<file path="src/rtl/tick_counter_bank.sv">
// -----------------------------------------------------------------------------
// tick_counter_bank
//
// Bank of CHANNELS independent up-counters sharing one terminal value.
// Each channel clears, loads, counts or holds, in that priority order, every
// clock. A channel that reaches the shared limit either sticks there
// (WRAP_MODE = 0) or returns to zero with a one-cycle wrap pulse
// (WRAP_MODE = 1).
//
// Optional feature (macro TICK_COUNTER_BANK_WRAPCNT_EN):
//   adds output wrap_cnt, an 8-bit saturating wrap-event count per channel.
//   With the macro undefined the port and its logic are absent.
//
// Parameters
//   CHANNELS    number of independent counters
//   COUNT_BITS  width of each counter
//   WRAP_MODE   0 = saturate at limit, 1 = wrap to zero after limit
//
// Ports
//   clk           in   sole clock, rising edge
//   reset         in   synchronous active-high reset
//   en            in   [CHANNELS]            per-channel count enable
//   clear         in   [CHANNELS]            per-channel clear to zero
//   load          in   [CHANNELS]            per-channel load strobe
//   load_val      in   [CHANNELS*COUNT_BITS] load values, channel i at [i*COUNT_BITS +: COUNT_BITS]
//   limit         in   [COUNT_BITS]          shared terminal value
//   count         out  [CHANNELS*COUNT_BITS] registered counter values
//   at_limit      out  [CHANNELS]            combinational count[i] >= limit
//   wrap_pulse    out  [CHANNELS]            registered one-cycle wrap pulse
//   all_at_limit  out  1                     AND of at_limit
//   wrap_cnt      out  [CHANNELS*8]          wrap event counts (macro only)
// -----------------------------------------------------------------------------
module tick_counter_bank #(
    parameter int CHANNELS   = 4,
    parameter int COUNT_BITS = 8,
    parameter int WRAP_MODE  = 0
) (
    input  logic                           clk,
    input  logic                           reset,
    input  logic [CHANNELS-1:0]            en,
    input  logic [CHANNELS-1:0]            clear,
    input  logic [CHANNELS-1:0]            load,
    input  logic [CHANNELS*COUNT_BITS-1:0] load_val,
    input  logic [COUNT_BITS-1:0]          limit,
    output logic [CHANNELS*COUNT_BITS-1:0] count,
    output logic [CHANNELS-1:0]            at_limit,
    output logic [CHANNELS-1:0]            wrap_pulse,
    output logic                           all_at_limit
`ifdef TICK_COUNTER_BANK_WRAPCNT_EN
    ,
    output logic [CHANNELS*8-1:0]          wrap_cnt
`endif
);

    localparam logic [COUNT_BITS-1:0] CNT_ONE = COUNT_BITS'(1);

    logic [CHANNELS-1:0][COUNT_BITS-1:0] count_q;
    logic [CHANNELS-1:0][COUNT_BITS-1:0] count_d;
    logic [CHANNELS-1:0][COUNT_BITS-1:0] load_val_s;
    logic [CHANNELS-1:0]                 wrap_pulse_q;
    logic [CHANNELS-1:0]                 wrap_pulse_d;
    logic [CHANNELS-1:0]                 at_limit_s;

`ifdef TICK_COUNTER_BANK_WRAPCNT_EN
    logic [CHANNELS-1:0][7:0]            wrap_cnt_q;
    logic [CHANNELS-1:0][7:0]            wrap_cnt_d;
`endif

    assign load_val_s = load_val;

    // Per-channel limit compare; ">=" (not "==") so a limit lowered below the
    // current count still counts as reached and no roll-over past the top occurs.
    always_comb begin
        at_limit_s = '0;
        for (int i = 0; i < CHANNELS; i++) begin
            if (count_q[i] >= limit) begin
                at_limit_s[i] = 1'b1;
            end else begin
                at_limit_s[i] = 1'b0;
            end
        end
    end

    // Next-state per channel: clear > load > en > hold (reset handled in the flop).
    always_comb begin
        count_d      = count_q;
        wrap_pulse_d = '0;
`ifdef TICK_COUNTER_BANK_WRAPCNT_EN
        wrap_cnt_d   = wrap_cnt_q;
`endif
        for (int i = 0; i < CHANNELS; i++) begin
            if (clear[i]) begin
                count_d[i] = '0;
`ifdef TICK_COUNTER_BANK_WRAPCNT_EN
                wrap_cnt_d[i] = 8'd0;
`endif
            end else if (load[i]) begin
                // Loads are clamped to the limit and never raise a wrap pulse.
                if (load_val_s[i] > limit) begin
                    count_d[i] = limit;
                end else begin
                    count_d[i] = load_val_s[i];
                end
            end else if (en[i]) begin
                if (!at_limit_s[i]) begin
                    count_d[i] = count_q[i] + CNT_ONE;
                end else if (WRAP_MODE != 0) begin
                    count_d[i]      = '0;
                    wrap_pulse_d[i] = 1'b1;
`ifdef TICK_COUNTER_BANK_WRAPCNT_EN
                    if (wrap_cnt_q[i] == 8'd255) begin
                        wrap_cnt_d[i] = 8'd255;
                    end else begin
                        wrap_cnt_d[i] = wrap_cnt_q[i] + 8'd1;
                    end
`endif
                end else begin
                    count_d[i] = count_q[i];
                end
            end else begin
                count_d[i] = count_q[i];
            end
        end
    end

    // Counter and wrap-pulse registers with synchronous reset.
    always_ff @(posedge clk) begin
        if (reset) begin
            count_q      <= '0;
            wrap_pulse_q <= '0;
        end else begin
            count_q      <= count_d;
            wrap_pulse_q <= wrap_pulse_d;
        end
    end

`ifdef TICK_COUNTER_BANK_WRAPCNT_EN
    // Wrap event counters with synchronous reset.
    always_ff @(posedge clk) begin
        if (reset) begin
            wrap_cnt_q <= '0;
        end else begin
            wrap_cnt_q <= wrap_cnt_d;
        end
    end

    assign wrap_cnt = wrap_cnt_q;
`endif

    assign count        = count_q;
    assign wrap_pulse   = wrap_pulse_q;
    assign at_limit     = at_limit_s;
    assign all_at_limit = &at_limit_s;

endmodule
</file>
<file path="config.mk">
export PLATFORM = sky130hd
export DESIGN_NAME = tick_counter_bank
export DESIGN_NICKNAME = d
export VERILOG_FILES = /design/src/rtl/tick_counter_bank.sv
export SDC_FILE = /design/constraint.sdc
export NUM_CORES = 1
export LEC_CHECK = 0
export ABC_AREA = 1
export ABC_CLOCK_PERIOD_IN_PS = 1800
export BUFFER_PORTS_ARGS = -buffer_cell sky130_fd_sc_hd__clkbuf_2
export CAP_MARGIN = 20
export CORE_UTILIZATION = 33
export CTS_CLUSTER_SIZE = 30
export DETAILED_ROUTE_END_ITERATION = 6
export GPL_TIMING_DRIVEN = 0
export PLACE_DENSITY = 0.58
export SLEW_MARGIN = 20
export SYNTH_ARGS = -nofsm -noshare
export SYNTH_HDL_FRONTEND = slang
export SYNTH_SLANG_ARGS = --single-unit
</file>
<file path="constraint.sdc">
create_clock -name clk -period 1.8 [get_ports clk]
set_input_delay 0 -clock clk [delete_from_list [all_inputs] [get_ports clk]]
set_output_delay 0 -clock clk [all_outputs]
set_load 0.02 [all_outputs]
</file>
Word-level counts from Yosys, hierarchy flattened

Index checks and enable logic that the tools add are counted.

Register bits: 32
Latch bits: 0
RAM bits: 0
Memory bits (read-only): 0
Input port bits: 54
Output and inout port bits: 41
Memories: 0

Add/sub/neg operators: 4
Multiply operators: 0
Div/mod/pow operators: 0
Order comparisons: 8
Eq/ne operators: 4
Shift-type cells: 0
Multiplexer cells: 20
Bitwise logic cells: 0
Reduce and logical (&&, ||, !) cells: 13

Operators with widths:

| cell                | number |
|---|---|
| $mux 8              | 16 |
| $add 8x1->8 const B | 4 |
| $ge 8x8->1          | 4 |
| $gt 8x8->1          | 4 |
| $ne 2x2->1 const B  | 4 |
| $reduce_and 2->1    | 4 |
| $reduce_bool 2->1   | 4 |
| $reduce_or 2->1     | 4 |
| $mux 1              | 4 |
| $reduce_and 4->1    | 1 |

Logic depth before layout (Yosys ltp)

Depth in word-level cells: 5
Gate-level depth with buffers: 15
Gate-level depth less buffers: 15

Least setup slack after synthesis

No wires, ideal clock.

Path type: reg2reg
Start: register count_q, in the netlist count[11]
End: register count_q, in the netlist count[12]
Setup time: 0.114 ns
Data arrival time: 1.610 ns
Data required time: 1.686 ns
Setup slack: 0.076 ns
Cell stages (with the launch flop): 11
Path buffers: 1
Clock period less this slack: 1.724 ns
Cell sequence: dfxtp_1 ha_1 a21oi_1 o21ai_1 nand2_1 nand4_4 nand2_4 buf_6 nand3_2 nand2_1 nor2_2

Cells in the longest elaborated chain, start to end: 4
Elaborated cells between the ends (all ways): 8
Classes of those cells: add/sub: 1; order compare: 1; eq/ne: 1; mux: 4; reduce/logical: 1

Ends and longest elaborated chain:

| element                                           | line    | source |
|---|---|---|
| from (decl)                                       | 57      | `logic [CHANNELS-1:0][COUNT_BITS-1:0] count_q;` |
| from (signal assigned)                            | 132     | `count_q <= count_d;` |
| $add 8x1->8 / $ge 8x8->1 (equally long branches)  | 106, 76 |  |
| $mux 8 / $mux 1 (equally long branches)           | 105, 76 |  |
| $mux 8 / $ne 2x2->1 (equally long branches)       | n/a     |  |
| $mux 8 / $reduce_and 2->1 (equally long branches) | n/a     |  |

Several ways; a longest one is shown, not always the timed one. The select of a mux whose other input is x is not followed.
A chain may end at the register's enable or synchronous reset.

Final worst setup path

Start: register count_q, in the netlist count[7]
End: output all_at_limit

Cells in the longest elaborated chain, start to end: 3

Ends and longest elaborated chain:

| element          | line | source |
|---|---|---|
| $ge 8x8->1       | 76   | `if (count_q[i] >= limit) begin` |
| $mux 1           | 76   |  |
| $reduce_and 4->1 | 153  | `assign all_at_limit = &at_limit_s;` |
| to (decl)        | 48   | `output logic all_at_limit` |

Every way passes these cells.

==> out/results.tsv <==
stage	metric	value	unit
global_route	vias in the first global route	4191	
layout	nets	930	
power	Power Dens Cells	504.0	nW/um^2
route	DR vias	4665	
logic_synthesis	yosys synthesis warning count	0	
layout	most common cell after layout, fill and taps aside	nand2_1	
timing	setup violation total in the final timing report	0	
place	Post-DP Area	5151	sq um
route	Starting DRT DRC Count	204	
route	number of remaining DRC errors	0	
outcome	status	complete, no violations	
hold_path	worst hold path type	in2reg	
layout	sequential cell area	684.4	sq um
timing	Worst Skew	0.001685	ns
clocking	worst-skew pair later-pin latency	0.28	ns
timing	Fmax	0.5770	GHz
layout	share of layout cells above drive strength 1	0.2841	
clocking	Clock Path Buffers	2	
worst_setup_path	Max FO, Critical Path	4	
worst_setup_path	Worst setup EP type	output port	
clocking	CTS tree	done	
place	Post-DP HPWL	9.798	mm
timing	Final period util	0.9629	
clocking	root buffer cell	clkbuf_16	
timing	worst-margin pin slew	0.6180	ns
logic_synthesis	average cell area after synthesis	6.459	sq um
global_route	first-pass GRT wire length	20.64	mm
clocking	Num CTS Buffers	5	
route	routed length per instance	12.98	um
logic_synthesis	cells after synthesis	692	
route	Routed WL	12.74	mm
layout	max reg flops	32	
timing	Final Max Slew Viols	0	
global_route	total track usage	0.1830	
route	DRT Pass-1 Iters	5	
power	maximum vdd drop	265.9	uV
worst_setup_path	startpoint types	register	
global_route	pin count of the biggest net entering global routing	13	
timing	final count of hold timing violations	0	
logic_synthesis	synthesis-stage register bit count	32	
place	gp weighted congestion	0.8314	
layout	Ant. Diodes	0	
logic_synthesis	top cell type by total area after synthesis	ha_1	
layout	final instance area	5682	sq um
power	Leakage	3.177	nW
worst_setup_path	WP data required	1.80	ns
place	Placed Cells	961	
timing	RSZ-0062 raised after global routing	true	
route	antenna-violating nets left	0	
logic_synthesis	Yosys top cell area share	0.1904	
run	max cap viols	0	
global_route	initial antenna violation count	0	
timing	WHS	0.06571	ns
clocking	Clock Sinks	32	
logic_synthesis	mapped cell area	4469	sq um
logic_synthesis	largest cells by area after synthesis	ha_1, dfxtp_1, nand3_1	
clocking	H-tree depth	2	
die	Die W	118.4	um
layout	final std cells w/o fill	982	
worst_setup_path	Setup CP Type	reg2out	
place	IO buf count	90	
die	die area	14010	sq um
die	# rows	42	
layout	commonest non-fill, non-tap cells in the layout	nand2_1, nand3_1, inv_1	
layout	area of the multi-input gates	3427	sq um
logic_synthesis	sequential share of the synthesized area	0.1433	
die	core region area	13240	sq um
worst_setup_path	crit path DAT	1.73	ns
die	starting density of the core	0.3375	
layout	area grow syn2layout	27.13	%
route	drt via density	4.751	
die	io pins	95	
clocking	clock slew at reported path FFs	0.06	ns
clocking	hold_buf cts	0	
logic_synthesis	Netlist cell types	28	
timing	Slew headroom	0.5875	
timing	minimum clock period	1.733	ns
global_route	grt ovf	0	
layout	filler instances	1450	
die	die height	118.4	um
layout make-up:
cell class | count | share of cell area
inverters | 126 | 0.08588
plain buffers | 15 | 0.02070
repair buffers | 106 | 0.1090
multi-input cells | 522 | 0.6032
clock buffers | 5 | 0.02202
well taps | 176 | 0.03876
flip-flops and latches | 32 | 0.1205
kinds of logic (layout without fill, tap and decap cells):
kind of cell	count (synthesis)	in the layout	share of synthesized area
simple gates	378	378	0.4504
compound gates	72	72	0.08539
buf+inv	141	252	0.1296
flops	32	32	0.1433
other cells	1	4	0.0008391
fa+ha+maj	68	68	0.1904
worst max-delay path, stage by stage, from the launching register on:
cell	delay (ns)
dfxtp_2	0.34
ha_4	0.28
nand2_2	0.08
o21a_4	0.24
buf_4	0.13
nand3_1	0.09
nand2_1	0.06
nor2_1	0.09
buf_4	0.14
synth_stat cells:
| master | count |
|---|---|
| nand4_2 | 3 |
| dfxtp_1 | 32 |
| nand3b_1 | 3 |
| o21a_1 | 3 |
| o21ai_1 | 4 |
| nand2_1 | 151 |
| nand4_1 | 8 |
| inv_1 | 124 |
| nor2_1 | 40 |
| nand2_4 | 12 |
| clkinv_1 | 1 |
| nor2_4 | 7 |
| nor2_2 | 7 |
| nand2_2 | 5 |
| inv_2 | 1 |
| nand4_4 | 9 |
| o21ai_0 | 24 |
| a21o_1 | 4 |
| buf_6 | 4 |
| nand3_2 | 8 |
| ha_1 | 68 |
| nand3_1 | 125 |
| clkbuf_1 | 3 |
| buf_2 | 4 |
| o21a_2 | 1 |
| a21oi_1 | 36 |
| buf_4 | 4 |
| conb_1 | 1 |
power breakdown:
part / total (W) / switching, W / internal, W
Sequential: 0.000828 / 0.0000714 / 0.000757
Combinational: 0.00123 / 0.000743 / 0.000487
Clock: 0.000806 / 0.000317 / 0.000489
repair_timing:
action | CTS | global route
setup buffers | 0 | 15
gates cloned | 0 | 1
gates resized for setup | 7 | 58
pin swaps | 0 | 13
endpoints found under the setup margin | 11 | 32
stage by stage:
stage,power (W),worst slack (ns),setup TNS [ns],util
finish,0.002863,0.06682,0,0.4290
global route,0.003095,-0.02863,-0.1016,0.4290
CTS,0.002792,-0.02219,-0.02219,0.3995
detailed placement,0.001960,-0.1679,-4.247,0.3890
global placement,0.001951,-0.1848,-4.255,0.3890
floorplan,0.001642,0.07582,0,-
path summary, 6_finish.rpt:
kind                                               end  slack (ns)  cells past startpoint                   start
worst max-delay path                      all_at_limit        0.07                      8   count[7]$_SDFFE_PP0P_
worst min-delay path             count[9]$_SDFFE_PP0P_        0.07                      4                clear[1]
worst max register to register  count[28]$_SDFFE_PP0P_        0.09                     10  count[25]$_SDFFE_PP0P_
worst min register to register   count[9]$_SDFFE_PP0P_        0.53                      2   count[9]$_SDFFE_PP0P_
per-layer routing:
layer	vias to the layer above	GRT usage	part of all wire	routed length [um]
met1	2073	0.2412	0.48	6072
met4	0	0.04747	0.0097	123
met5	-	0	0	0
met2	92	0.3077	0.47	6034
li1	2492	-	-	-
met3	8	0.03041	0.040	513
Note: power is estimated with default switching activity, not from simulation.
